### src/rtl/seven_segment_pkg.sv
// Shared constants and glyph decode for the seven-segment display controller.
// Segment order is bit0=a .. bit6=g, active-low.
package seven_segment_pkg;

    localparam logic [6:0] SEG_BLANK = 7'h7F;

    // Active-low glyphs for 0-9, A, b, C, d, E, F.
    localparam logic [6:0] SEG_GLYPH [16] = '{
        7'h40, 7'h79, 7'h24, 7'h30, 7'h19, 7'h12, 7'h02, 7'h78,
        7'h00, 7'h10, 7'h08, 7'h03, 7'h46, 7'h21, 7'h06, 7'h0E
    };

    typedef enum logic {
        SRC_MANUAL = 1'b0,
        SRC_AUTO   = 1'b1
    } src_state_e;

    function automatic logic [6:0] seg_decode(input logic [3:0] nibble);
        return SEG_GLYPH[nibble];
    endfunction

endpackage

### src/rtl/seven_segment_digit.sv
// Combinational decode of one nibble to an active-low 7-segment glyph,
// with a blank override.
module seven_segment_digit
    import seven_segment_pkg::*;
(
    input  logic [3:0] nibble,
    input  logic       blank,
    output logic [6:0] seg
);

    assign seg = blank ? SEG_BLANK : seg_decode(nibble);

endmodule

### src/rtl/seven_segment_display_ctrl.sv
// Multi-source hex display controller: manual or auto-rotating source select,
// tick-paced refresh, freeze and leading-zero blanking. Digit blinking is built
// in only when SEVEN_SEG_BLINK_EN is defined.
module seven_segment_display_ctrl
    import seven_segment_pkg::*;
#(
    parameter  int DIGITS      = 6,
    parameter  int SOURCES     = 4,
    parameter  int TICK_CYCLES = 50000,
    parameter  int DWELL_TICKS = 2000,
    parameter  int BLINK_TICKS = 250,
    localparam int SEL_W       = $clog2(SOURCES)
) (
    input  logic                        clk,
    input  logic                        rst_n,
    input  logic [SOURCES*DIGITS*4-1:0] src_data,
    input  logic [SEL_W-1:0]            src_sel,
    input  logic                        auto_en,
    input  logic                        freeze,
    input  logic                        lz_blank,
`ifdef SEVEN_SEG_BLINK_EN
    input  logic [DIGITS-1:0]           blink_mask,
`endif
    output logic [DIGITS*7-1:0]         hex,
    output logic [SEL_W-1:0]            cur_src,
    output logic                        upd_strobe
);

    localparam int WORD_W = DIGITS * 4;
    localparam int PRE_W  = $clog2(TICK_CYCLES);
    localparam int DWL_W  = $clog2(DWELL_TICKS + 1);
    localparam logic [SEL_W:0] SRC_LIM = (SEL_W + 1)'(SOURCES);

    logic [PRE_W-1:0]   presc;
    logic               tick;
    logic               load;
    logic [WORD_W-1:0]  word;
    logic [WORD_W-1:0]  disp_q;
    logic               loaded;
    src_state_e         state;
    logic [DWL_W-1:0]   dwell;
    logic               sel_ok;
    logic [DIGITS-1:0]  lz_mask;
    logic [DIGITS-1:0]  blink_blank;
    logic [DIGITS*7-1:0] seg_next;

    assign tick   = (presc == PRE_W'(TICK_CYCLES - 1));
    assign load   = tick && !freeze;
    assign word   = src_data[cur_src*WORD_W +: WORD_W];
    assign sel_ok = ({1'b0, src_sel} < SRC_LIM);

    always_ff @(posedge clk or negedge rst_n) begin
        if (!rst_n) begin
            presc <= '0;
        end else if (tick) begin
            presc <= '0;
        end else begin
            presc <= presc + 1'b1;
        end
    end

    // loaded keeps the display blank from reset until the first real load.
    always_ff @(posedge clk or negedge rst_n) begin
        if (!rst_n) begin
            disp_q     <= '0;
            loaded     <= 1'b0;
            upd_strobe <= 1'b0;
        end else begin
            upd_strobe <= load && (word != disp_q);
            if (load) begin
                disp_q <= word;
                loaded <= 1'b1;
            end
        end
    end

    always_ff @(posedge clk or negedge rst_n) begin
        if (!rst_n) begin
            state   <= SRC_MANUAL;
            cur_src <= '0;
            dwell   <= '0;
        end else begin
            state <= auto_en ? SRC_AUTO : SRC_MANUAL;
            if (!freeze) begin
                case (state)
                    SRC_MANUAL: begin
                        if (auto_en) begin
                            dwell <= '0;
                        end else if (sel_ok) begin
                            cur_src <= src_sel;
                        end
                    end
                    SRC_AUTO: begin
                        if (!auto_en) begin
                            if (sel_ok) begin
                                cur_src <= src_sel;
                            end
                        end else if (tick) begin
                            if (dwell == DWL_W'(DWELL_TICKS - 1)) begin
                                dwell   <= '0;
                                cur_src <= (cur_src == SEL_W'(SOURCES - 1)) ? '0 : cur_src + 1'b1;
                            end else begin
                                dwell <= dwell + 1'b1;
                            end
                        end
                    end
                    default: begin
                        dwell <= '0;
                    end
                endcase
            end
        end
    end

`ifdef SEVEN_SEG_BLINK_EN
    localparam int BLK_W = $clog2(BLINK_TICKS + 1);

    logic [BLK_W-1:0] blink_cnt;
    logic             phase;

    // Phase keeps running through freeze so frozen digits still blink.
    always_ff @(posedge clk or negedge rst_n) begin
        if (!rst_n) begin
            blink_cnt <= '0;
            phase     <= 1'b0;
        end else if (tick) begin
            if (blink_cnt == BLK_W'(BLINK_TICKS - 1)) begin
                blink_cnt <= '0;
                phase     <= ~phase;
            end else begin
                blink_cnt <= blink_cnt + 1'b1;
            end
        end
    end

    assign blink_blank = phase ? blink_mask : '0;
`else
    assign blink_blank = '0;
`endif

    // NOTE: blocking '=' is right here: zero_run carries the scan from the top
    // digit down within one evaluation; defaults first keep this free of latches.
    always_comb begin
        logic zero_run;
        zero_run = 1'b1;
        lz_mask  = '0;
        for (int d = DIGITS - 1; d >= 0; d--) begin
            zero_run   = zero_run && (disp_q[d*4 +: 4] == 4'h0);
            lz_mask[d] = lz_blank && zero_run && (d != 0);
        end
    end

    for (genvar d = 0; d < DIGITS; d++) begin : g_digit
        seven_segment_digit u_digit (
            .nibble (disp_q[d*4 +: 4]),
            .blank  (!loaded || lz_mask[d] || blink_blank[d]),
            .seg    (seg_next[d*7 +: 7])
        );
    end

    always_ff @(posedge clk or negedge rst_n) begin
        if (!rst_n) begin
            hex <= '1;
        end else begin
            hex <= seg_next;
        end
    end

endmodule
### config.mk
export PLATFORM = sky130hd
export DESIGN_NAME = seven_segment_display_ctrl
export DESIGN_NICKNAME = d
export VERILOG_FILES = /design/src/rtl/seven_segment_pkg.sv /design/src/rtl/seven_segment_digit.sv /design/src/rtl/seven_segment_display_ctrl.sv
export SDC_FILE = /design/constraint.sdc
export NUM_CORES = 1
export LEC_CHECK = 0
export ABC_AREA = 1
export CORE_MARGIN = 1.5
export CORE_UTILIZATION = 47
export CTS_CLUSTER_SIZE = 20
export DETAILED_ROUTE_END_ITERATION = 10
export PLACE_DENSITY = 0.77
export SYNTH_ARGS = -nofsm -noshare
export SYNTH_HDL_FRONTEND = slang
export SYNTH_HIERARCHICAL = 1
export SYNTH_SLANG_ARGS = --single-unit
### constraint.sdc
create_clock -name clk -period 3.96 [get_ports clk]
set_input_delay 0.594 -clock clk [delete_from_list [all_inputs] [get_ports clk]]
set_output_delay 0.594 -clock clk [all_outputs]
set_load 0.02 [all_outputs]
# Word-level counts from Yosys, hierarchy flattened
# Memories as Yosys holds them, arrays and structs flattened.
# Cells that the tools add are included.
[word_totals] out_inout_bits=45 ff_bits=98 memories=6 input_bits=103 rom_bits=672 word_cells=99
[memory_table] memory="(no name shown)" depth=16 word_bits=7 read_ports=1 rd_clocked_by_memory_dff=0 write_ports=0 line_no="seven_segment_pkg.sv:19" rtl="return SEG_GLYPH[nibble];"
[memory_table] memory="(no name shown)" depth=16 word_bits=7 read_ports=1 rd_clocked_by_memory_dff=0 write_ports=0 line_no="seven_segment_pkg.sv:19"
[memory_table] memory="(no name shown)" depth=16 word_bits=7 read_ports=1 rd_clocked_by_memory_dff=0 write_ports=0 line_no="seven_segment_pkg.sv:19"
[memory_table] memory="(no name shown)" depth=16 word_bits=7 read_ports=1 rd_clocked_by_memory_dff=0 write_ports=0 line_no="seven_segment_pkg.sv:19"
[memory_table] memory="(no name shown)" depth=16 word_bits=7 read_ports=1 rd_clocked_by_memory_dff=0 write_ports=0 line_no="seven_segment_pkg.sv:19"
[memory_table] memory="(no name shown)" depth=16 word_bits=7 read_ports=1 rd_clocked_by_memory_dff=0 write_ports=0 line_no="seven_segment_pkg.sv:19"
[op_classes] mux=31 mul=1 reduce_logical=25 shifts=1 order_cmp=6 add_sub_neg=3 n_bitwise=8 n_eq_ne=10
[op_table] operator="$mux W7" n=18
[op_table] operator="$shiftx A96 B8 Y24" n=1
[op_table] operator="$mux W11" n=4
[op_table] operator="$ge A5 B5 Y1 const B" n=6
[op_table] operator="$not A4 Y5" n=6
[op_table] operator="$ne A24 B24 Y1" n=1
[op_table] operator="$pmux W11 S2" n=1
[op_table] operator="$logic_not A4 Y1" n=5
[op_table] operator="$add A16 B1 Y16 const B" n=1
[op_table] operator="$eq A16 B16 Y1 const B" n=1
[op_table] operator="$mux W16" n=1
[op_table] operator="$add A11 B1 Y11 const B" n=1
[op_table] operator="$eq A11 B11 Y1 const B" n=1
[op_table] operator="$logic_and A1 B1 Y1" n=11
[op_table] operator="$mux W2" n=5
[op_table] operator="$ne A2 B2 Y1 const B" n=4
[op_table] operator="$reduce_and A4 Y1" n=2
[op_table] operator="$logic_or A1 B1 Y1" n=5
[op_table] operator="$mul A2 B2 Y4 const B" n=1
[op_table] operator="$pmux W2 S2" n=1
[op_table] operator="$ne A3 B2 Y1 const B" n=1
[op_table] operator="$ne A3 B3 Y1 const B" n=1
[op_table] operator="$add A2 B1 Y2 const B" n=1
[op_table] operator="$eq A2 B2 Y1 const B" n=1
[op_table] operator="3 further kinds" n=5

# Logic depth before layout (Yosys ltp)
# Gate-level depths: netlist (run 1).
[logic_depth] depth_word=8 mapped_depth=14 ltp_nobuf=11

# Cells and area by module
# The synthesis (run 1) kept the hierarchy.
[by_module_without_submodules] mod="seven_segment_display_ctrl" seq_area_each_um2=2504.9 cells_each=654 area_each_um2=5122.4 instances=1
[by_module_without_submodules] mod="seven_segment_digit (g_digit[3].u_digit ...)" seq_area_each_um2=0.0 cells_each=51 area_each_um2=294.0 instances=3
[by_module_without_submodules] mod="seven_segment_digit (g_digit[2].u_digit)" seq_area_each_um2=0.0 cells_each=55 area_each_um2=319.1 instances=1
[by_module_without_submodules] mod="seven_segment_digit (g_digit[1].u_digit)" seq_area_each_um2=0.0 cells_each=51 area_each_um2=292.8 instances=1
[by_module_without_submodules] mod="seven_segment_digit (g_digit[0].u_digit)" seq_area_each_um2=0.0 cells_each=52 area_each_um2=289.0 instances=1

# Worst setup path before layout (run 1)
# OpenSTA, ideal clock, no wires.
[synth_timing] path_kind="register to register" startpoint="reg cur_src[0]" endpoint="reg upd_strobe" path_stages_with_launch=15 n_path_buf=3 period_less_slack_ns=1.657 required_ns=3.841 setup_ns=0.119 arrival_time_ns=1.538 setup_slack_ns=2.303 path_cell_list="dfrtp_1 -> buf_4 -> inv_2 -> buf_6 -> buf_6 -> nand2_1 -> nand3_1 -> nand2_1 -> nand2_1 -> nand2_1 -> nand3_1 -> nor2_1 -> nand3_1 -> nor2_1 -> nor2_1"
[synth_between] elab_chain_len=4
[synth_lines] item="start: declaration" line_no="seven_segment_display_ctrl.sv:25" rtl="output logic [SEL_W-1:0] cur_src,"
[synth_lines] item="start signal: assignment" line_no="seven_segment_display_ctrl.sv:90" rtl="cur_src <= src_sel;"
[synth_lines] item="start signal: assignment" line_no="seven_segment_display_ctrl.sv:96" rtl="cur_src <= src_sel;"
[synth_lines] item="start signal: assignment" line_no="seven_segment_display_ctrl.sv:101" rtl="cur_src <= (cur_src == SEL_W'(SOURCES - 1)) ? '0 : cur_src + 1'b1;"
[synth_lines] item="$mul A2 B2 Y4" line_no="seven_segment_display_ctrl.sv:49" rtl="assign word = src_data[cur_src*WORD_W +: WORD_W];"
[synth_lines] item="$shiftx A96 B8 Y24" line_no="seven_segment_display_ctrl.sv:49"
[synth_lines] item="$ne A24 B24 Y1" line_no="seven_segment_display_ctrl.sv:69" rtl="upd_strobe <= load && (word != disp_q);"
[synth_lines] item="$logic_and A1 B1 Y1" line_no="seven_segment_display_ctrl.sv:69"
[synth_lines] item="end signal: assignment" line_no="seven_segment_display_ctrl.sv:69"
[synth_lines] item="end: declaration" line_no="seven_segment_display_ctrl.sv:26" rtl="output logic upd_strobe"
# Every way passes these cells.
# A chain may end at the register's enable or synchronous reset.

# Final worst setup path (run 1)
[layout_timing] startpoint="reg cur_src[0]" endpoint="out cur_src[0]"
# No word-level cell between the ends.

==> results of run 1 <==
==> report_power, final <==
group,internal (W),switching [W]
Clock,0.000524,0.000375
Combinational,0.000263,0.000422
Sequential,0.00104,0.0000192
Total,0.00183,0.000816
==> logic make-up (layout without fill, tap and decap cells) <==
logic type	count (synthesis)	after routing	synth area share [%]
adder cells (fa/ha/maj)	45	45	8.15
multiplexers	2	2	0.290
flip-flops	98	98	36.3
XOR/XNOR	9	9	1.14
AND/OR/NAND/NOR	603	603	37.5
AO/OA/AOI/OAI	65	65	6.54
buffers and inverters	143	275	10.1
==> flip-flops by register name, summed over array words and instances (netlist names) <==
name / count
dwell: 11
presc: 16
state: 1
loaded: 1
upd_strobe: 1
hex: 42
cur_src: 2
disp_q: 24
==> stage by stage <==
step | instances | hold slack (ns)
final | 1281 | 0.338
after floorplan | 965 | 0.298
after global routing | 1281 | 0.411
after CTS | 1281 | 0.370
after global placement | 1265 | 0.450
after detailed placement | 1265 | 0.457
==> per-layer routing <==
layer  GRT usage, %  share of wire, %  wire length (um)
met1           27.8                43              7350
met2           38.8                49              8360
met3           3.28               4.5               759
met4           8.86               2.6               445
met5              0                 0                 0
==> path summary, 6_finish.rpt <==
kind | to | slack (ns) | start | cells after the start
max | cur_src[0] | 1.51 | cur_src[0]$_DFFE_PN0P_ | 2
min reg2reg | presc[0]$_DFF_PN0_ | 0.46 | presc[0]$_DFF_PN0_ | 1
max in group asynchronous | hex[38]$_DFF_PN1_ | 2.77 | rst_n | 2
min in group clk | presc[0]$_DFF_PN0_ | 0.46 | presc[0]$_DFF_PN0_ | 1
min | dwell[3]$_DFFE_PN0P_ | 0.34 | rst_n | 1
max reg2reg | upd_strobe$_DFF_PN0_ | 1.77 | cur_src[0]$_DFFE_PN0P_ | 10
==> worst reg2reg max path, cell delays in order, from the launching register on <==
cell	delay (ns)
sky130_fd_sc_hd__dfrtp_2	0.41
sky130_fd_sc_hd__inv_2	0.58
sky130_fd_sc_hd__nand2_1	0.20
sky130_fd_sc_hd__nand3_1	0.20
sky130_fd_sc_hd__nand3_1	0.09
sky130_fd_sc_hd__nand2_1	0.07
sky130_fd_sc_hd__nand2_1	0.07
sky130_fd_sc_hd__nor2_1	0.15
sky130_fd_sc_hd__nand3_1	0.10
sky130_fd_sc_hd__nor2_1	0.11
sky130_fd_sc_hd__nor2_1	0.05
==> Yosys cell counts (2+ instances only) <==
library cell	instances	share of area, %
sky130_fd_sc_hd__nand2_1	348	19
sky130_fd_sc_hd__nand3_1	190	14
sky130_fd_sc_hd__inv_1	100	5.4
sky130_fd_sc_hd__dfrtp_1	56	20
sky130_fd_sc_hd__ha_1	45	8.2
sky130_fd_sc_hd__dfstp_2	42	16
sky130_fd_sc_hd__nor2_1	32	1.7
sky130_fd_sc_hd__o21ai_2	27	3.4
sky130_fd_sc_hd__buf_6	16	2.6
sky130_fd_sc_hd__o21ai_0	16	1.2
sky130_fd_sc_hd__buf_2	12	0.87
sky130_fd_sc_hd__nor3_1	12	0.87
sky130_fd_sc_hd__o21ai_1	10	0.72
sky130_fd_sc_hd__xor2_1	9	1.1
sky130_fd_sc_hd__inv_2	8	0.43
sky130_fd_sc_hd__buf_4	6	0.65
sky130_fd_sc_hd__a21oi_1	5	0.36
sky130_fd_sc_hd__nand4_1	5	0.45
sky130_fd_sc_hd__nand2_2	4	0.36
sky130_fd_sc_hd__nor4_1	4	0.36
sky130_fd_sc_hd__nand3b_1	3	0.33
sky130_fd_sc_hd__mux2i_1	2	0.29
sky130_fd_sc_hd__nand2_4	2	0.33
sky130_fd_sc_hd__o22ai_1	2	0.18
sky130_fd_sc_hd__o31ai_1	2	0.22
==> final cells by class <==
cell class	count	area, um2
Tap cell	184	230
Inverter	108	405
Timing Repair Buffer	151	1500
Clock buffer	12	256
Sequential cell	98	2510
Multi-Input combinational cell	724	3710
Fill cell	1335	5770
Clock inverter	4	50.0
==> metrics list, run 1 <==
- The flow ran to the end, and the final reports show no timing, DRC or antenna violations.
- Post-route minimum period: approximately 2.5 ns
- Buffers inserted to repair hold after CTS numbered 0.
- The root buffer cell chosen for the clock tree is sky130_fd_sc_hd__clkbuf_16.
* Core box area: about 0.014 mm2
* Cell Area, Placed: between 0.008 and 0.009 mm2
* Last weighted congestion value of the routability-driven placer: 0.864
* Cells traversed along the worst timing path: buf_4 > clkdlybuf4s50_1
- Synth Cell Area: between 0.006 and 0.007 mm2
* Total overflow reported by the global router: 0
- In this run the number of H-tree levels came out at 3.
- TritonCTS created 9 clock buffers.
* Routed length per instance: roughly 13 um
* Die ar.: about 0.015 mm2
- TritonCTS built the clock tree.
- In the layout the commonest cells are sky130_fd_sc_hd__nand2_1 (348), sky130_fd_sc_hd__nand3_1 (190), sky130_fd_sc_hd__clkdlybuf4s50_1 (146).
- Of all flip-flops after synthesis, the portion carrying an async set or reset was 100%.
* Cell with the biggest individual delay on the critical path: sky130_fd_sc_hd__clkdlybuf4s50_1
- Fin Setup TNS: 0 ns
- After clock tree synthesis, the clock-pin slew on the worst setup and hold paths is approximately 0.070 ns.
- CTS saw slightly below 100 sinks.
- In the final layout, the share of cells above drive strength 1 is approximately a tenth.
* Final Slew Violations: 0
- Resized cells post-CTS: 0
* Pin count of the biggest net entering global routing: 65
- For this configuration, the core starts out at a cell density of between 40% and 50%.
- The count of final hold-check violations was 0.
- At the pin with the least slew margin, the transition time is ~0.8 ns.
- Number of nets at the end of the flow: 1240
- Number of flip-flops and latches in the synthesized netlist: a little under 100
- The number of global-route vias before repair came to slightly above 6000.
- Antenna violations before repair: 0
- STA puts the critical path data arrival time at roughly 1.9 ns.
* Most frequently used flop master after synthesis: sky130_fd_sc_hd__dfrtp_1
* Worst Setup End Kind: output pin
- Worst slew margin: between 40% and 50%
* Post-Route Utilization: approximately 60%
- For this design the ratio of total power to cell area is a little over 300 mW/mm2.
- Global routing used around 22% of the available tracks across all layers.
- Buffers on Ports: ~150
- Number of flops mapped to enable cells by yosys: 0
* Bufs and invs on worst path: 2
- Unrepaired setup endpoints after global routing: false
- The detailed router finished its first iteration with between 400 and 500 violations.
- Number of core rows: 44
- Measured along the x axis, the die boundary spans ~120 um.
- For this run, the slowest stage of the critical path takes approximately 0.71 ns.
- Relative to the synthesized area, the layout overhead comes to 25.3%.
- The first global-routing pass estimated about 28000 um of wire.
- Insertion delay to the later sink of the worst-skew pair: ~0.34 ns
- Of all nets on the critical path, the largest fanout is 52.
- Overall power consumption after layout is estimated at about 0.0026 W.
- Data required time at the worst endpoint: approximately 3.4 ns
* CP startpoint kind: flop
- Post-route antenna net violation count: 0
* Cell family with the largest share of critical-path delay: buffers and inverters
- Final routed wirelength across all metal layers: ~17000 um
* Detail-routed via count per cell: between 5 and 6
- Post-synthesis sequential area ratio: a little over a third
* Setup Viol. Count Final: 0
- The cell count after synthesis came out at about 970.
- Averaged over all synthesized cells, the footprint is 7.16 um2.
- CP Class: flop to output pin
- After layout, the worst path uses approximately three fifths of the clock period.
* IR Drop Worst-Case VDD: approximately 230 uV
- The min-delay analysis places its worst path in the category primary input to async pin.
- Summed over all cells, the static leakage comes to ~4.1 nW.
- Buffer levels on the longest clock path: 2
- Measured along the y axis, the die boundary spans roughly 120 um.
- Worst setup slack before clock tree synthesis: about 1.8 ns
- Leaving out fill and tap cells, the most frequent cell in the layout is sky130_fd_sc_hd__nand2_1.
- Synth cell types: 32
* DP Wirelength: approximately 12000 um
- Max Clk Rate: a little over 400 MHz
* DR DRC count: 0
- Setup Fix Bufs, Post-CTS: 0
* Maxcap violations: 0
- Non-Filler Cell Area, Final: 0.00865 mm2
* Number of warning messages in the yosys log: 6
* Total number of vias: 6492
* Count of inserted antenna diode cells: 0
- Across the routed clock network, the largest skew measured is 0.00676 ns.
* Slack of the critical path: around 1.5 ns
- Net count after synthesis: 1113
- The pre-antenna-repair detailed-routing pass consisted of 5 iterations.
* Total I/O pin count: 148
No activity file was read; power rests on OpenSTA's default activity.
==> inputs of run 2 (changes only) <==
Settings changed: PLACE_DENSITY 0.77 to 0.8.
Clock period 3.96 ns to 2.1 ns, I/O delays scaled along.
==> metrics list, run 2 (synthesis results as in run 1) <==
* Clock Root Buffer: sky130_fd_sc_hd__clkbuf_16
* Total Power Consumption: roughly 0.005 W
- After clock tree synthesis, the clock-pin slew on the worst setup and hold paths is ~0.07 ns.
- Pin count of the biggest net entering global routing: ~50
* Number of nets at the end of the flow: 1255
- The critical path is of the flop to output pin type.
- Final Slew Violations: 0
- The largest registers in the layout are hex (42), disp_q (24), presc (16).
- 0 antenna diodes ended up in the layout.
- Counting along the longest clock path gives a buffer depth of 2.
* Layout cell share with drive strength beyond 1: a little over a tenth
- Die span in x: between 100 and 150 um
- Setup Fix Bufs, Post-CTS: 0
* Worst setup slack before clock tree synthesis: ~0.28 ns
* Post-route minimum period: a little over 2 ns
- Number of clock sinks: ~100
* Worst slew margin: between 60% and 70%
- For the worst setup path, the data arrival time is ~1.7 ns.
- Slew at the pin closest to its max-slew limit: 0.570 ns
- STA classifies the critical path endpoint as an output pin.
* Static Leakage: around 4.2 nW
* Switching power: between 0.0015 and 0.002 W
- Total overflow reported by the global router: 0
- Final period util: between 90 and 100%
- Drt first-iter violations: 507
- Port buffering added 147 buffers.
- Global-route total usage across every layer: 22.5%
- Cells on worst reg2reg path: 9
- Insertion delay to the later sink of the worst-skew pair: approximately 0.35 ns
* IR Drop Worst-Case VDD: between 400 and 500 uV
* CTS buffer count: 9
- Setup repair after global routing left no endpoint under its margin.
* Maxcap violations: 0
- Flop pwr share: around two fifths
* Number of search-and-repair iterations in the first detailed-routing pass: 6
* Vertical die dimension: around 120 um
- Initial core utilization: a little under half
- The congestion estimate from routability-driven global placement came to 0.903.
- Row generation in the floorplan step produced 44 rows.
* CP startpoint kind: flop
- Data required time at the worst endpoint: between 1.5 and 2 ns
- Biggest fanout along the worst timing path: 27
* Share of total power in combinational logic: a little over a quarter
- Max FFs per register: between 40 and 50
- Gates resized during post-CTS repair numbered 0.
- Clock skew on the completed layout was measured at ~0.0085 ns.
- The number of global-route vias before repair is ~6100.
* Endpoints failing hold: 0
* CTS tree: built
* Net Sw Frac: a little under a third
- The number of antenna violations at the first check in global routing is 0.
- Setup violations remaining at the end of the flow were counted as 0.
* P per Cell Area: between 500 and 600 mW/mm2
* Hold Crit Class: primary input to async pin
- H-tree level count: 3
- Fin Setup TNS: 0 ns
- Total number of vias: 6556
- The routed design has about 17000 um of wire.
- Detail-routed via count per cell: roughly 5.1
- Leaving out fill and tap cells, the most frequent cells in the layout are sky130_fd_sc_hd__nand2_1 (348), sky130_fd_sc_hd__nand3_1 (190), sky130_fd_sc_hd__clkdlybuf4s50_1 (146).
- Area Overhead vs Synth: 27.4%
* Die ar.: around 0.015 mm2
- Slack of the critical path: 0.0809 ns
- Count of hold buffers inserted by post-cts repair: 1
- Part of the power in the clock network: around 33%
* DR DRC count: 0
- Global-route wire length before repair: ~29000 um
- The library cell used most frequently in the layout, excluding fill and tap cells, is sky130_fd_sc_hd__nand2_1.
- Core box area: between 0.01 and 0.015 mm2
- The wire-length estimate of the detail-placed layout is approximately 13000 um.
- Total I/O pin count: about 150
- Post-route antenna net violation count: 0
- Max Clk Rate: around 500 MHz
- Routed length per instance: approximately 13 um
- Largest register by flop count: hex
* Status: finished, final reports clean
- The internal portion of the total power is 0.00344 W.
==> run 2: changes by cell type in the layout (fill, tap and decap cells not counted) <==
cell	delta
sky130_fd_sc_hd__dlygate4sd3_1	+1
sky130_fd_sc_hd__clkinv_2	-1
sky130_fd_sc_hd__bufinv_16	-1
sky130_fd_sc_hd__clkbuf_16	+1
sky130_fd_sc_hd__clkinvlp_4	-1
sky130_fd_sc_hd__clkbuf_1	+2
sky130_fd_sc_hd__buf_12	+3
sky130_fd_sc_hd__buf_4	+11
==> run 2: stage by stage <==
step / hold WS (ns) / instance area [um2] / utilization [%] / std cells
after floorplan: 0.0194 / 6910 / - / 965
final: 0.467 / 8800 / 61.0 / 1296
after global routing: 0.479 / 8800 / 61.0 / 1296
after CTS: 0.470 / 8800 / 61.0 / 1296
after global placement: 0.307 / 8490 / 58.9 / 1279
after detailed placement: 0.311 / 8490 / 58.9 / 1279
==> run 2: layout make-up <==
type	count	area [um2]
inverter	108	405
timing repair buffer	166	1650
multi-input combinational	724	3710
tap	184	230
clock inverter	1	7.51
clock buffer	15	289
sequential	98	2510
fill	1299	5630
==> run 2: critical path, stage by stage, from the launching register on <==
cell and delay [ns]:
sky130_fd_sc_hd__dfrtp_1 0.36, sky130_fd_sc_hd__buf_4 0.32, sky130_fd_sc_hd__clkdlybuf4s50_1 0.67
==> run 2: path summary, 6_finish.rpt <==
kind	slack, ns	start	to
max	0.08	cur_src[1]$_DFFE_PN0P_	cur_src[1]
min	0.47	rst_n	dwell[2]$_DFFE_PN0P_
max reg2reg	0.22	disp_q[23]$_DFFE_PN0P_	hex[13]$_DFF_PN1_
min reg2reg	0.47	presc[0]$_DFF_PN0_	presc[0]$_DFF_PN0_
max in group asynchronous	0.92	rst_n	hex[29]$_DFF_PN1_
min in group clk	0.47	presc[0]$_DFF_PN0_	presc[0]$_DFF_PN0_
==> run 2: power groups by stage <==
stage	Sequential [W]	Combinational, W	Clock [W]
3_5_place_dp	0.00204	0.00133	0
4_1_cts	0.00201	0.00134	0.00169
3_3_place_gp	0.00204	0.00132	0
2_1_floorplan	0.00208	0.000782	0
5_1_grt	0.00201	0.00149	0.00179
6_report	0.00201	0.00133	0.00166
==> run 2: layer usage <==
metal / global-route usage (%) / part of all wire, % / vias up
met2: 38.4 / 48 / 194
li1: - / - / 3375
met1: 29.1 / 46 / 2964
met3: 3.23 / 4.6 / 23
met4: 7.71 / 1.8 / 0
met5: 0 / 0 / -
